### src/rtl/green_issue_if.sv
// Issue/writeback channel between the green_issue sequencer (master) and the green datapath (slave).
interface green_issue_if;
    logic [15:0] opCode;
    logic [15:0] A_in;
    logic [15:0] B_in;
    logic        issue_valid;
    logic        issue_ready;
    logic [15:0] wb_data;
    logic        wb_valid;

    modport master (
        output opCode, A_in, B_in, issue_valid,
        input  issue_ready, wb_data, wb_valid
    );

    modport slave (
        input  opCode, A_in, B_in, issue_valid,
        output issue_ready, wb_data, wb_valid
    );
endinterface

### src/rtl/green_issue.sv
// Serial fetch/decode/issue sequencer in front of green; one instruction in flight at a time.
// Build option GREEN_ISSUE_BRANCH_EN makes op 4'hD a locally executed BNZ instead of a green op.
module green_issue #(
    parameter int              PC_W   = 8,
    parameter logic [PC_W-1:0] RST_PC = {PC_W{1'b0}}
) (
    input  logic            clk,
    input  logic            rst_n,
    input  logic            en,
    input  logic            start,
    input  logic [PC_W-1:0] start_pc,
    output logic [PC_W-1:0] imem_addr,
    output logic            imem_rd,
    input  logic [15:0]     imem_data,
    green_issue_if.master   gif,
    output logic [PC_W-1:0] pc,
    output logic            busy,
    output logic            halted
);

    typedef enum logic [2:0] {
        S_IDLE   = 3'd0,
        S_FETCH  = 3'd1,
        S_DECODE = 3'd2,
        S_LDW    = 3'd3,
        S_ISSUE  = 3'd4,
        S_WB     = 3'd5,
        S_HALT   = 3'd6
    } state_t;

    localparam logic [3:0]      OP_HALT = 4'hF;
    localparam logic [3:0]      OP_LDI  = 4'hE;
    localparam logic [PC_W-1:0] PC_ONE  = PC_W'(1'b1);
`ifdef GREEN_ISSUE_BRANCH_EN
    localparam logic [3:0]      OP_BNZ  = 4'hD;
`endif

    state_t          state_q;
    logic [PC_W-1:0] pc_q;
    logic [PC_W-1:0] imem_addr_q;
    logic            imem_rd_q;
    logic [11:0]     ir_q;
    logic [15:0]     regs_q [16];
    logic [15:0]     opcode_q;
    logic [15:0]     a_q;
    logic [15:0]     b_q;
    logic            issue_valid_q;
    logic            busy_q;
    logic            halted_q;
    logic [PC_W-1:0] pc_inc_d;

    // Sequential successor of the current instruction address, wrapping at 2^PC_W.
    always_comb begin
        pc_inc_d = pc_q + PC_ONE;
    end

`ifdef GREEN_ISSUE_BRANCH_EN
    logic [PC_W-1:0] br_tgt_d;

    // Branch target: {ra,rb} of the word in DECODE is a signed 8-bit displacement.
    always_comb begin
        br_tgt_d = pc_q + PC_W'($signed(imem_data[7:0]));
    end
`endif

    // Sequencer FSM together with the register file and every registered output.
    always_ff @(posedge clk or negedge rst_n) begin
        if (!rst_n) begin
            state_q       <= S_IDLE;
            pc_q          <= RST_PC;
            imem_addr_q   <= {PC_W{1'b0}};
            imem_rd_q     <= 1'b0;
            ir_q          <= 12'h000;
            opcode_q      <= 16'h0000;
            a_q           <= 16'h0000;
            b_q           <= 16'h0000;
            issue_valid_q <= 1'b0;
            busy_q        <= 1'b0;
            halted_q      <= 1'b0;
            for (int i = 0; i < 16; i++) begin
                regs_q[i] <= 16'h0000;
            end
        end else if (en) begin
            case (state_q)
                S_IDLE, S_HALT: begin
                    if (start) begin
                        pc_q        <= start_pc;
                        imem_addr_q <= start_pc;
                        imem_rd_q   <= 1'b1;
                        busy_q      <= 1'b1;
                        halted_q    <= 1'b0;
                        state_q     <= S_FETCH;
                    end
                end
                S_FETCH: begin
                    imem_rd_q <= 1'b0;
                    state_q   <= S_DECODE;
                end
                S_DECODE: begin
                    ir_q <= imem_data[11:0];
                    if (imem_data[15:12] == OP_HALT) begin
                        busy_q   <= 1'b0;
                        halted_q <= 1'b1;
                        state_q  <= S_HALT;
                    end else if (imem_data[15:12] == OP_LDI) begin
                        state_q <= S_LDW;
                    end
`ifdef GREEN_ISSUE_BRANCH_EN
                    else if (imem_data[15:12] == OP_BNZ) begin
                        // r0 is held at zero, so BNZ on r0 always falls through.
                        if (regs_q[imem_data[11:8]] != 16'h0000) begin
                            pc_q        <= br_tgt_d;
                            imem_addr_q <= br_tgt_d;
                        end else begin
                            pc_q        <= pc_inc_d;
                            imem_addr_q <= pc_inc_d;
                        end
                        imem_rd_q <= 1'b1;
                        state_q   <= S_FETCH;
                    end
`endif
                    else begin
                        opcode_q      <= imem_data;
                        a_q           <= regs_q[imem_data[7:4]];
                        b_q           <= regs_q[imem_data[3:0]];
                        issue_valid_q <= 1'b1;
                        state_q       <= S_ISSUE;
                    end
                end
                S_LDW: begin
                    if (ir_q[11:8] != 4'h0) begin
                        regs_q[ir_q[11:8]] <= {8'h00, ir_q[7:0]};
                    end
                    pc_q        <= pc_inc_d;
                    imem_addr_q <= pc_inc_d;
                    imem_rd_q   <= 1'b1;
                    state_q     <= S_FETCH;
                end
                S_ISSUE: begin
                    if (gif.issue_ready) begin
                        issue_valid_q <= 1'b0;
                        state_q       <= S_WB;
                    end
                end
                S_WB: begin
                    if (gif.wb_valid) begin
                        if (ir_q[11:8] != 4'h0) begin
                            regs_q[ir_q[11:8]] <= gif.wb_data;
                        end
                        pc_q        <= pc_inc_d;
                        imem_addr_q <= pc_inc_d;
                        imem_rd_q   <= 1'b1;
                        state_q     <= S_FETCH;
                    end
                end
                default: begin
                    issue_valid_q <= 1'b0;
                    imem_rd_q     <= 1'b0;
                    busy_q        <= 1'b0;
                    halted_q      <= 1'b0;
                    state_q       <= S_IDLE;
                end
            endcase
        end
    end

    assign imem_addr       = imem_addr_q;
    assign imem_rd         = imem_rd_q;
    assign gif.opCode      = opcode_q;
    assign gif.A_in        = a_q;
    assign gif.B_in        = b_q;
    assign gif.issue_valid = issue_valid_q;
    assign pc              = pc_q;
    assign busy            = busy_q;
    assign halted          = halted_q;

endmodule

### src/flat_wrapper.sv
// flat-port wrapper written by rule: the top's interface ports become plain ports
module green_issue_flat 
#(
    parameter int              PC_W   = 8,
    parameter logic [PC_W-1:0] RST_PC = {PC_W{1'b0}}
)
  (clk, rst_n, en, start, start_pc, imem_addr, imem_rd, imem_data, pc, busy, halted, gif_opCode, gif_A_in, gif_B_in, gif_issue_valid, gif_issue_ready, gif_wb_data, gif_wb_valid);
  green_issue_if gif_i ();
  input  logic clk;
  input  logic rst_n;
  input  logic en;
  input  logic start;
  input  logic [PC_W-1:0] start_pc;
  output logic [PC_W-1:0] imem_addr;
  output logic imem_rd;
  input  logic [15:0] imem_data;
  output logic [PC_W-1:0] pc;
  output logic busy;
  output logic halted;
  output wire logic [$bits(gif_i.opCode)-1:0] gif_opCode;
  output wire logic [$bits(gif_i.A_in)-1:0] gif_A_in;
  output wire logic [$bits(gif_i.B_in)-1:0] gif_B_in;
  output wire logic [$bits(gif_i.issue_valid)-1:0] gif_issue_valid;
  input wire logic [$bits(gif_i.issue_ready)-1:0] gif_issue_ready;
  input wire logic [$bits(gif_i.wb_data)-1:0] gif_wb_data;
  input wire logic [$bits(gif_i.wb_valid)-1:0] gif_wb_valid;
  assign gif_opCode = gif_i.opCode;
  assign gif_A_in = gif_i.A_in;
  assign gif_B_in = gif_i.B_in;
  assign gif_issue_valid = gif_i.issue_valid;
  assign gif_i.issue_ready = gif_issue_ready;
  assign gif_i.wb_data = gif_wb_data;
  assign gif_i.wb_valid = gif_wb_valid;
  green_issue #(.PC_W(PC_W), .RST_PC(RST_PC)) u_core (.clk(clk), .rst_n(rst_n), .en(en), .start(start), .start_pc(start_pc), .imem_addr(imem_addr), .imem_rd(imem_rd), .imem_data(imem_data), .gif(gif_i), .pc(pc), .busy(busy), .halted(halted));
endmodule
### config.mk
export PLATFORM = sky130hd
export DESIGN_NAME = green_issue_flat
export DESIGN_NICKNAME = d
export VERILOG_FILES = /design/src/rtl/green_issue_if.sv /design/src/rtl/green_issue.sv /design/src/flat_wrapper.sv
export SDC_FILE = /design/constraint.sdc
export NUM_CORES = 1
export LEC_CHECK = 0
export ABC_AREA = 1
export CAP_MARGIN = 20
export CELL_PAD_IN_SITES_DETAIL_PLACEMENT = 1
export CELL_PAD_IN_SITES_GLOBAL_PLACEMENT = 2
export CORE_UTILIZATION = 36
export DETAILED_ROUTE_END_ITERATION = 10
export PLACE_DENSITY_LB_ADDON = 0.1
export SYNTH_ARGS = -nofsm -noshare
export SYNTH_HDL_FRONTEND = slang
export SYNTH_SLANG_ARGS = --single-unit
### constraint.sdc
create_clock -name clk -period 3 [get_ports clk]
set_clock_uncertainty 0.05 [all_clocks]
set_input_delay 0.75 -clock clk [delete_from_list [all_inputs] [get_ports clk]]
set_output_delay 0.75 -clock clk [all_outputs]
set_load 0.01 [all_outputs]
After elaboration in Yosys (flattened, before gate mapping) --
Index checks and enable logic that the tools add are counted.
Storage, ports and cells: word-level logic and storage cells 107, register bits 331, bits of input ports 46
Cells by class: $add $sub $neg 1, bitwise operators 8, equal/unequal tests 16, muxes and demuxes 35, reduce and logical (&&, ||, !) cells 17, $lt $le $gt $ge 4
Operator list (number):
- $mux W256 | 3
- $bwmux W256 | 2
- $pmux W256 S2 | 1
- $bmux W16 S4 | 2
- $mux W16 | 5
- $demux W16 S4 | 1
- $pmux W8 S3 | 1
- $reduce_and A4 Y1 | 5
- $pmux W3 S6 | 1
- $mux W8 | 2
- $ge A5 B5 Y1 const B | 3
- $mux W3 | 5
- $not A4 Y5 | 3
- $ne A2 B2 Y1 const B | 5
- $reduce_and A5 Y1 | 2
- $eq A3 B3 Y1 const B | 3
- $pmux W1 S3 | 3
- $add A8 B1 Y8 const B | 1
- $eq A4 B4 Y1 const B | 2
- $mux W1 | 8
- $eq A3 B2 Y1 const B | 2
- $ne A2 B1 Y1 const B | 3
- $lt A5 B1 Y1 const B | 1
- $not A1 Y1 | 5
- other kinds (11) | 12

Logic depth before layout (Yosys ltp) --
Gate-level depths: netlist of run 1.
depth after elaboration 9, mapped depth 12

Least setup slack after synthesis of run 1 --
OpenSTA, ideal clock, no wires.
path type input -> register, from input port imem_data[1], to register u_core.b_q[7] (netlist: u_core.gif.B_in[7]), data required time 2.833 ns, buffers on the path 3, setup slack 0.951 ns, arrival 1.883 ns, stages on the path 10, path through clkbuf_1 -> clkbuf_1 -> buf_1 -> nand3_1 -> nand3_1 -> nand2_1 -> nand2_1 -> nand2_1 -> nand2_1 -> nand2_1
Between the ends: cells in the longest elaborated chain, start to end 4
RTL lines:
- start, declared | line flat_wrapper.sv:16 | input logic [15:0] imem_data;
- $not A4 Y5 (not written as such) | line green_issue.sv:125 | b_q <= regs_q[imem_data[3:0]];
- $bmux W16 S4 | line green_issue.sv:125
- $mux W16 (not written as such) (2 in series) | line green_issue.sv:125
- end signal, assigned | line green_issue.sv:125
- end, declared | line green_issue.sv:46 | logic [15:0] b_q;
No other way between the ends. The select of a mux whose other input is x is not followed. A chain may end at the register's enable or synchronous reset.

Worst setup path in the final report of run 1 --
from register u_core.a_q[6] (netlist: u_core.gif.A_in[6]), to output port gif_A_in[6]
RTL lines:
- start, declared | line green_issue.sv:45 | logic [15:0] a_q;
- start signal, assigned | line green_issue.sv:124 | a_q <= regs_q[imem_data[7:4]];
- end, declared | line flat_wrapper.sv:21 | output wire logic [$bits(gif_i.A_in)-1:0] gif_A_in;
No word-level cell between the ends.

==> reports/qor.txt, run 1 <==
status = finished, final reports clean
Hold WS = 0.05667 ns
die width = 227.7 microns
Tmin final = 2.425 ns
syn_nets = 2,757
switching share of power = 37.40%
Synth Instances = 2,710
Avg Vias per Cell = 5.513
Post-Syn Area = 0.01834 sq mm
worst r2r src = u_core.state_q[2]$_DFFE_PN0P_
Synth cell types = 27
top cells by area, synth = dfrtp_1 45%, nand2_1 27%, nand3_1 11%
Combinational Power Share = 31.4%
worst path arrival time = 1.62 ns
Buffers & Inverters on Critical Path = 1
CP max FO = 2
PD cells = 765.4 mW/mm^2
post-CTS setup buffer count = 0
DRC violations left = 0
slowest CP cell = clkdlybuf4s50_1
site row count = 82
port bufs = 113
via count = 19,058
aggregate routed wire length = 80.25 mm
wl on met1 = 35.86 mm
final hold viol count = 0
worst-margin pin slew = 0.8957 ns
Setup-failing EPs final = 0
FF+latch count, synth = 331
clock power share = 32.9%
clock transition at the registers of the reported paths = 0.06 ns
First DRT Iteration DRCs = 1,519
TritonCTS buffer count = 42
power share of the sequential group = 35.8%
Critical Path, Cell by Cell = clkdlybuf4s50_1
NumNets Final = 2,798
share of the synthesized area in the top cell type = 45.16%
Core ar. = 0.05017 sq mm
Hold Crit Class = in -> async
worst rel slew slack = 40.14%
cell taking the most area after synthesis = dfrtp_1
gr ovfl total = 0
switching power total = 6.336 mW
pin count of the biggest net entering global routing = 79
met3 WL = 4.464 mm
Antenna diodes = 0
kind of critical path = reg -> out
num ports = 114
drt pass-1 iters = 5
sequential fraction of the synthesis area = 45.16%
RSZ-0062 raised after global routing = no
CTS resizes = 0
global-route wire length before repair = 123.2 mm
crit share post-route = 80.83%
Max Used Layer = met4
GRT Overall Usage = 31.07%
total number of yosys warnings = 0
Int Power = 10.61 mW
Pins Over Slew Limit = 0
CTS root buf = clkbuf_16
clk sinks = 331
Top delay family on crit path = buffers and inverters
Syn-to-layout area delta = 20.69%
worst vdd ir = 0.4357 mV
Crit. Startpoint = u_core.gif.A_in[6]$_DFFE_PN0P_
hpwl dp = 49.65 mm
H-Tree Depth = 2
critical path required time = 2.20 ns
CTS tree = done
effective utilization at floorplan = 36.56%
max incr delay on CP = 0.61 ns
Synth Area per Inst = 6.768 sq um
P_leak = 11.17 nW
max_cap viols = 0
hold-fix buffers at CTS = 0
Met2 Wirelength = 37.30 mm
Fin Setup TNS = 0 ns
vias in the first global route = 19,622
ANT nets after route = 0
DR WL/cell = 23.21 microns
clock tree buffer depth = 3
worst-skew pair later-pin latency = 0.59 ns
GPL Wtd Cong = 0.8465
die area = 0.05186 sq mm
antenna violations before repair = 0
share of layout cells above drive strength 1 = 7.612%
die height = 227.7 microns
Setup crit end kind = output pin
Max Freq = 0.4124 GHz
CP startpoint kind = flip-flop
[power by group through the flow]
stage | Sequential, mW | Clock, mW | Combinational [mW]
2_1_floorplan | 6.09 | 0 | 2.67
3_3_place_gp | 6.08 | 0 | 5.18
3_5_place_dp | 6.13 | 0 | 5.30
4_1_cts | 6.06 | 5.65 | 5.34
5_1_grt | 6.18 | 5.83 | 5.80
6_report | 6.06 | 5.57 | 5.31
[cell usage in the layout (no fill, tap or decap), types with 3 or more instances in the layout]
| cell | n |
|---|---|
| o21ai_1 | 11 |
| buf_12 | 36 |
| a21oi_1 | 5 |
| clkinv_1 | 6 |
| nand3_1 | 414 |
| clkinv_2 | 6 |
| o211ai_1 | 5 |
| dfrtp_1 | 331 |
| clkbuf_8 | 11 |
| nor2_2 | 6 |
| buf_2 | 4 |
| clkbuf_16 | 45 |
| nand2_1 | 1331 |
| inv_1 | 39 |
| bufinv_16 | 5 |
| xor2_1 | 3 |
| buf_4 | 68 |
| nor2_1 | 40 |
| clkbuf_1 | 8 |
| nor2_4 | 11 |
| clkdlybuf4s50_1 | 106 |
| o21ai_0 | 268 |
| inv_2 | 9 |
[routing by layer]
metal  vias up  global-route usage, %
met3       157                  4.363
met2       567                  50.35
li1       8751                      -
met5         -                      0
met4         0                  10.33
met1      9583                  42.53
[cell families (layout without fill, tap and decap cells)]
family / after synthesis / after routing / synth area share [%]
AO/OA/AOI/OAI: 290 / 290 / 7.995
XOR/XNOR: 3 / 3 / 0.1433
adder cells (fa/ha/maj): 1 / 1 / 0.06820
buffers and inverters: 274 / 349 / 6.071
flip-flops: 331 / 331 / 45.16
AND/OR/NAND/NOR: 1811 / 1811 / 40.57
[metrics by stage]
stage | power (mW) | cells | utilization [%] | instance area (sq um) | setup WS [ns]
after floorplan | 8.758 | 2710 | - | 18340 | 0.9510
after global placement | 11.27 | 3379 | 41.11 | 20630 | 0.4250
after detailed placement | 11.43 | 3379 | 41.11 | 20630 | 0.3702
after CTS | 17.05 | 3457 | 44.12 | 22140 | 0.5551
after global routing | 17.82 | 3457 | 44.12 | 22140 | 0.5154
final | 16.94 | 3457 | 44.12 | 22140 | 0.5751
[synth_stat cells]
library cell  number
nor3_1             2
clkinv_1           6
inv_1             41
ha_1               1
nand4_1            2
nor2_4            11
dfrtp_1          331
nand2_4            1
o21ai_1           11
xor2_1             3
buf_4             10
buf_6              1
nand2_1         1331
nand3_2            1
o21ai_0          268
buf_2             32
nand3_1          415
inv_2              9
or2_2              1
nor2_2             6
nand2_2            1
o211ai_1           5
clkbuf_1         156
buf_1             19
a21oi_1            5
nor2_1            40
o31ai_1            1
[area by class of cell]
class | instances | area, sq um
clock buffers | 64 | 1308
repair buffers | 215 | 2327
clock inverters | 14 | 203.9
fillers | 6303 | 28030
flip-flops and latches | 331 | 8283
well taps | 672 | 840.8
multi-input cells | 2105 | 8960
inverters | 56 | 215.2
[registers in the layout, summed over array words and instances (netlist names)]
name                    count
u_core.gif.issue_valid      1
u_core.pc                   8
u_core.gif.opCode          16
u_core.halted               1
u_core.gif.A_in            16
u_core.imem_rd              1
u_core.state_q              3
u_core.busy                 1
u_core.regs_q             256
u_core.ir_q                12
u_core.gif.B_in            16
[path summary, 6_finish.rpt]
kind	endpoint	slack (ns)	depth (start not counted)
worst min register to register	u_core.regs_q[244]$_DFFE_PN0P_	0.35	0
worst min-delay path	u_core.gif.A_in[8]$_DFFE_PN0P_	0.06	1
max in group asynchronous	u_core.regs_q[73]$_DFFE_PN0P_	2.01	2
worst max register to register	u_core.regs_q[24]$_DFFE_PN0P_	0.74	9
worst max-delay path	gif_A_in[6]	0.58	1
min in group clk	u_core.regs_q[244]$_DFFE_PN0P_	0.35	0
(Power assumes the default switching activity.)
==> inputs of run 2 (changes only) <==
--- a/config.mk
+++ b/config.mk
@@ -9,7 +9,7 @@
 export CAP_MARGIN = 20
 export CELL_PAD_IN_SITES_DETAIL_PLACEMENT = 1
 export CELL_PAD_IN_SITES_GLOBAL_PLACEMENT = 2
-export CORE_UTILIZATION = 36
+export CORE_UTILIZATION = 34
 export DETAILED_ROUTE_END_ITERATION = 10
 export PLACE_DENSITY_LB_ADDON = 0.1
 export SYNTH_ARGS = -nofsm -noshare
==> constraint.sdc (replaced) <==
create_clock -name clk -period 2.5 [get_ports clk]
set_clock_uncertainty 0.05 [all_clocks]
set_input_delay 0.625 -clock clk [delete_from_list [all_inputs] [get_ports clk]]
set_output_delay 0.625 -clock clk [all_outputs]
set_load 0.01 [all_outputs]
==> reports/qor.txt, run 2 (same netlist as run 1, synthesis figures left out) <==
pin count of the biggest net entering global routing = 77
most frequent cells in the layout = 1,331 x nand2_1, 414 x nand3_1, 331 x dfrtp_1
NumNets Final = 2,823
CTS resizes = 0
DRC violations left = 0
gr ovfl total = 0
ANT nets after route = 0
design area = 0.02245 sq mm
max FFs per register = 256
drt pass-1 iters = 5
post-CTS setup buffer count = 0
PD cells = 917.2 mW/mm^2
CP startpoint kind = flip-flop
worst vdd ir = 0.5341 mV
worst-margin pin slew = 0.5729 ns
CP max FO = 6
Setup crit end kind = output pin
TritonCTS buffer count = 43
CTS tree = done
num ports = 114
clock power share = 32.9%
worst-skew pair later-pin latency = 0.57 ns
switching share of power = 37.05%
P_leak = 11.32 nW
clk sinks = 331
die height = 234.3 microns
GPL Wtd Cong = 0.8362
Buffers & Inverters on Critical Path = 1
most common cell after layout, fill and taps aside = nand2_1
Antenna diodes = 0
fillers = 6,600
final hold viol count = 0
Avg Vias per Cell = 5.458
die width = 234.3 microns
Syn-to-layout area delta = 22.39%
via count = 19,075
worst rel slew slack = 61.71%
kind of critical path = reg -> out
slowest CP cell = clkdlybuf4s50_1
clock tree buffer depth = 3
H-Tree Depth = 2
max incr delay on CP = 0.58 ns
hold-fix buffers at CTS = 1
crit share post-route = 90.87%
Pins Over Slew Limit = 0
Int Power = 12.96 mW
hpwl dp = 51.45 mm
effective utilization at floorplan = 34.63%
Critical Path, Cell by Cell = clkdlybuf4s50_1
Hold Crit Class = reg -> reg
DR WL/cell = 23.22 microns
vias in the first global route = 19,625
max_cap viols = 0
GRT Overall Usage = 29.94%
share of layout cells above drive strength 1 = 8.336%
Fin Setup TNS = 0 ns
Setup-failing EPs final = 0
Core ar. = 0.05297 sq mm
Top reg by flops = u_core.regs_q
RSZ-0062 raised after global routing = no
CTS root buf = clkbuf_16
Cell Area, Placed = 0.02091 sq mm
worst path arrival time = 1.60 ns
Combinational Power Share = 31.8%
switching power total = 7.629 mW
Tmin final = 2.272 ns
port bufs = 113
global-route wire length before repair = 123.0 mm
critical path required time = 1.82 ns
clock transition at the registers of the reported paths = 0.06 ns
power share of the sequential group = 35.3%
status = finished, final reports clean
First DRT Iteration DRCs = 1,444
die area = 0.05488 sq mm
Max Freq = 0.4402 GHz
site row count = 84
Top delay family on crit path = buffers and inverters
aggregate routed wire length = 81.16 mm
antenna violations before repair = 1
==> run 2: cell types whose count changed in the layout (fill, tap and decap cells not counted) <==
cell and change:
buf_12 +7, dlygate4sd3_1 +1, clkinv_2 -2, buf_4 +16
clkbuf_8 +1, bufinv_16 +1, clkbuf_1 -1, clkinv_4 -1
==> run 2: area by class of cell <==
| class | instances | area [sq um] | share of cell area [%] |
|---|---|---|---|
| clock buffer | 64 | 1318 | 5.869 |
| clock inverter | 12 | 215.2 | 0.9586 |
| inverter | 56 | 215.2 | 0.9586 |
| multi-input combinational | 2105 | 8960 | 39.91 |
| sequential | 331 | 8283 | 36.90 |
| tap | 688 | 860.8 | 3.835 |
| timing repair buffer | 239 | 2597 | 11.57 |
==> run 2: worst paths after layout <==
| check | from | to | slack (ns) | depth (start not counted) |
|---|---|---|---|---|
| max | u_core.pc[0]$_DFFE_PN0P_ | pc[0] | 0.23 | 1 |
| min | u_core.regs_q[242]$_DFFE_PN0P_ | u_core.regs_q[242]$_DFFE_PN0P_ | 0.35 | 0 |
| max reg2reg | u_core.ir_q[8]$_DFFE_PN0P_ | u_core.regs_q[154]$_DFFE_PN0P_ | 0.38 | 5 |
| min reg2reg | u_core.regs_q[242]$_DFFE_PN0P_ | u_core.regs_q[242]$_DFFE_PN0P_ | 0.35 | 0 |
| max in group asynchronous | rst_n | u_core.imem_rd$_DFFE_PN0P_ | 1.04 | 4 |
| min in group asynchronous | rst_n | u_core.regs_q[212]$_DFFE_PN0P_ | 0.53 | 2 |
==> run 2: power groups by stage <==
stage	clock, mW	sequential (mW)	combinational (mW)
global placement	0	7.29	6.39
floorplan	0	7.30	3.21
global route	7.09	7.40	7.17
finish	6.78	7.26	6.55
CTS	6.91	7.26	6.56
detailed placement	0	7.34	6.53
==> run 2: metal layers <==
layer | share of wire [%] | vias up | global-route usage (%)
met1 | 45 | 9603 | 41.36
met4 | 2.8 | 2 | 9.334
met2 | 47 | 553 | 48.55
met5 | 0.017 | - | 0
met3 | 5.3 | 119 | 3.709
li1 | - | 8798 | -
==> run 2: through the flow <==
step                power [mW]  cells  util, %  worst slack (ns)  hold WS (ns)
floorplan                10.51   2710        -            0.5760        0.2794
global placement         13.67   3418    39.47          -0.01260        0.3333
detailed placement       13.88   3418    39.47          -0.05696        0.3392
CTS                      20.73   3495    42.38            0.1873        0.3553
global route             21.66   3495    42.38            0.1710        0.3658
finish                   20.59   3495    42.38            0.2283        0.3520
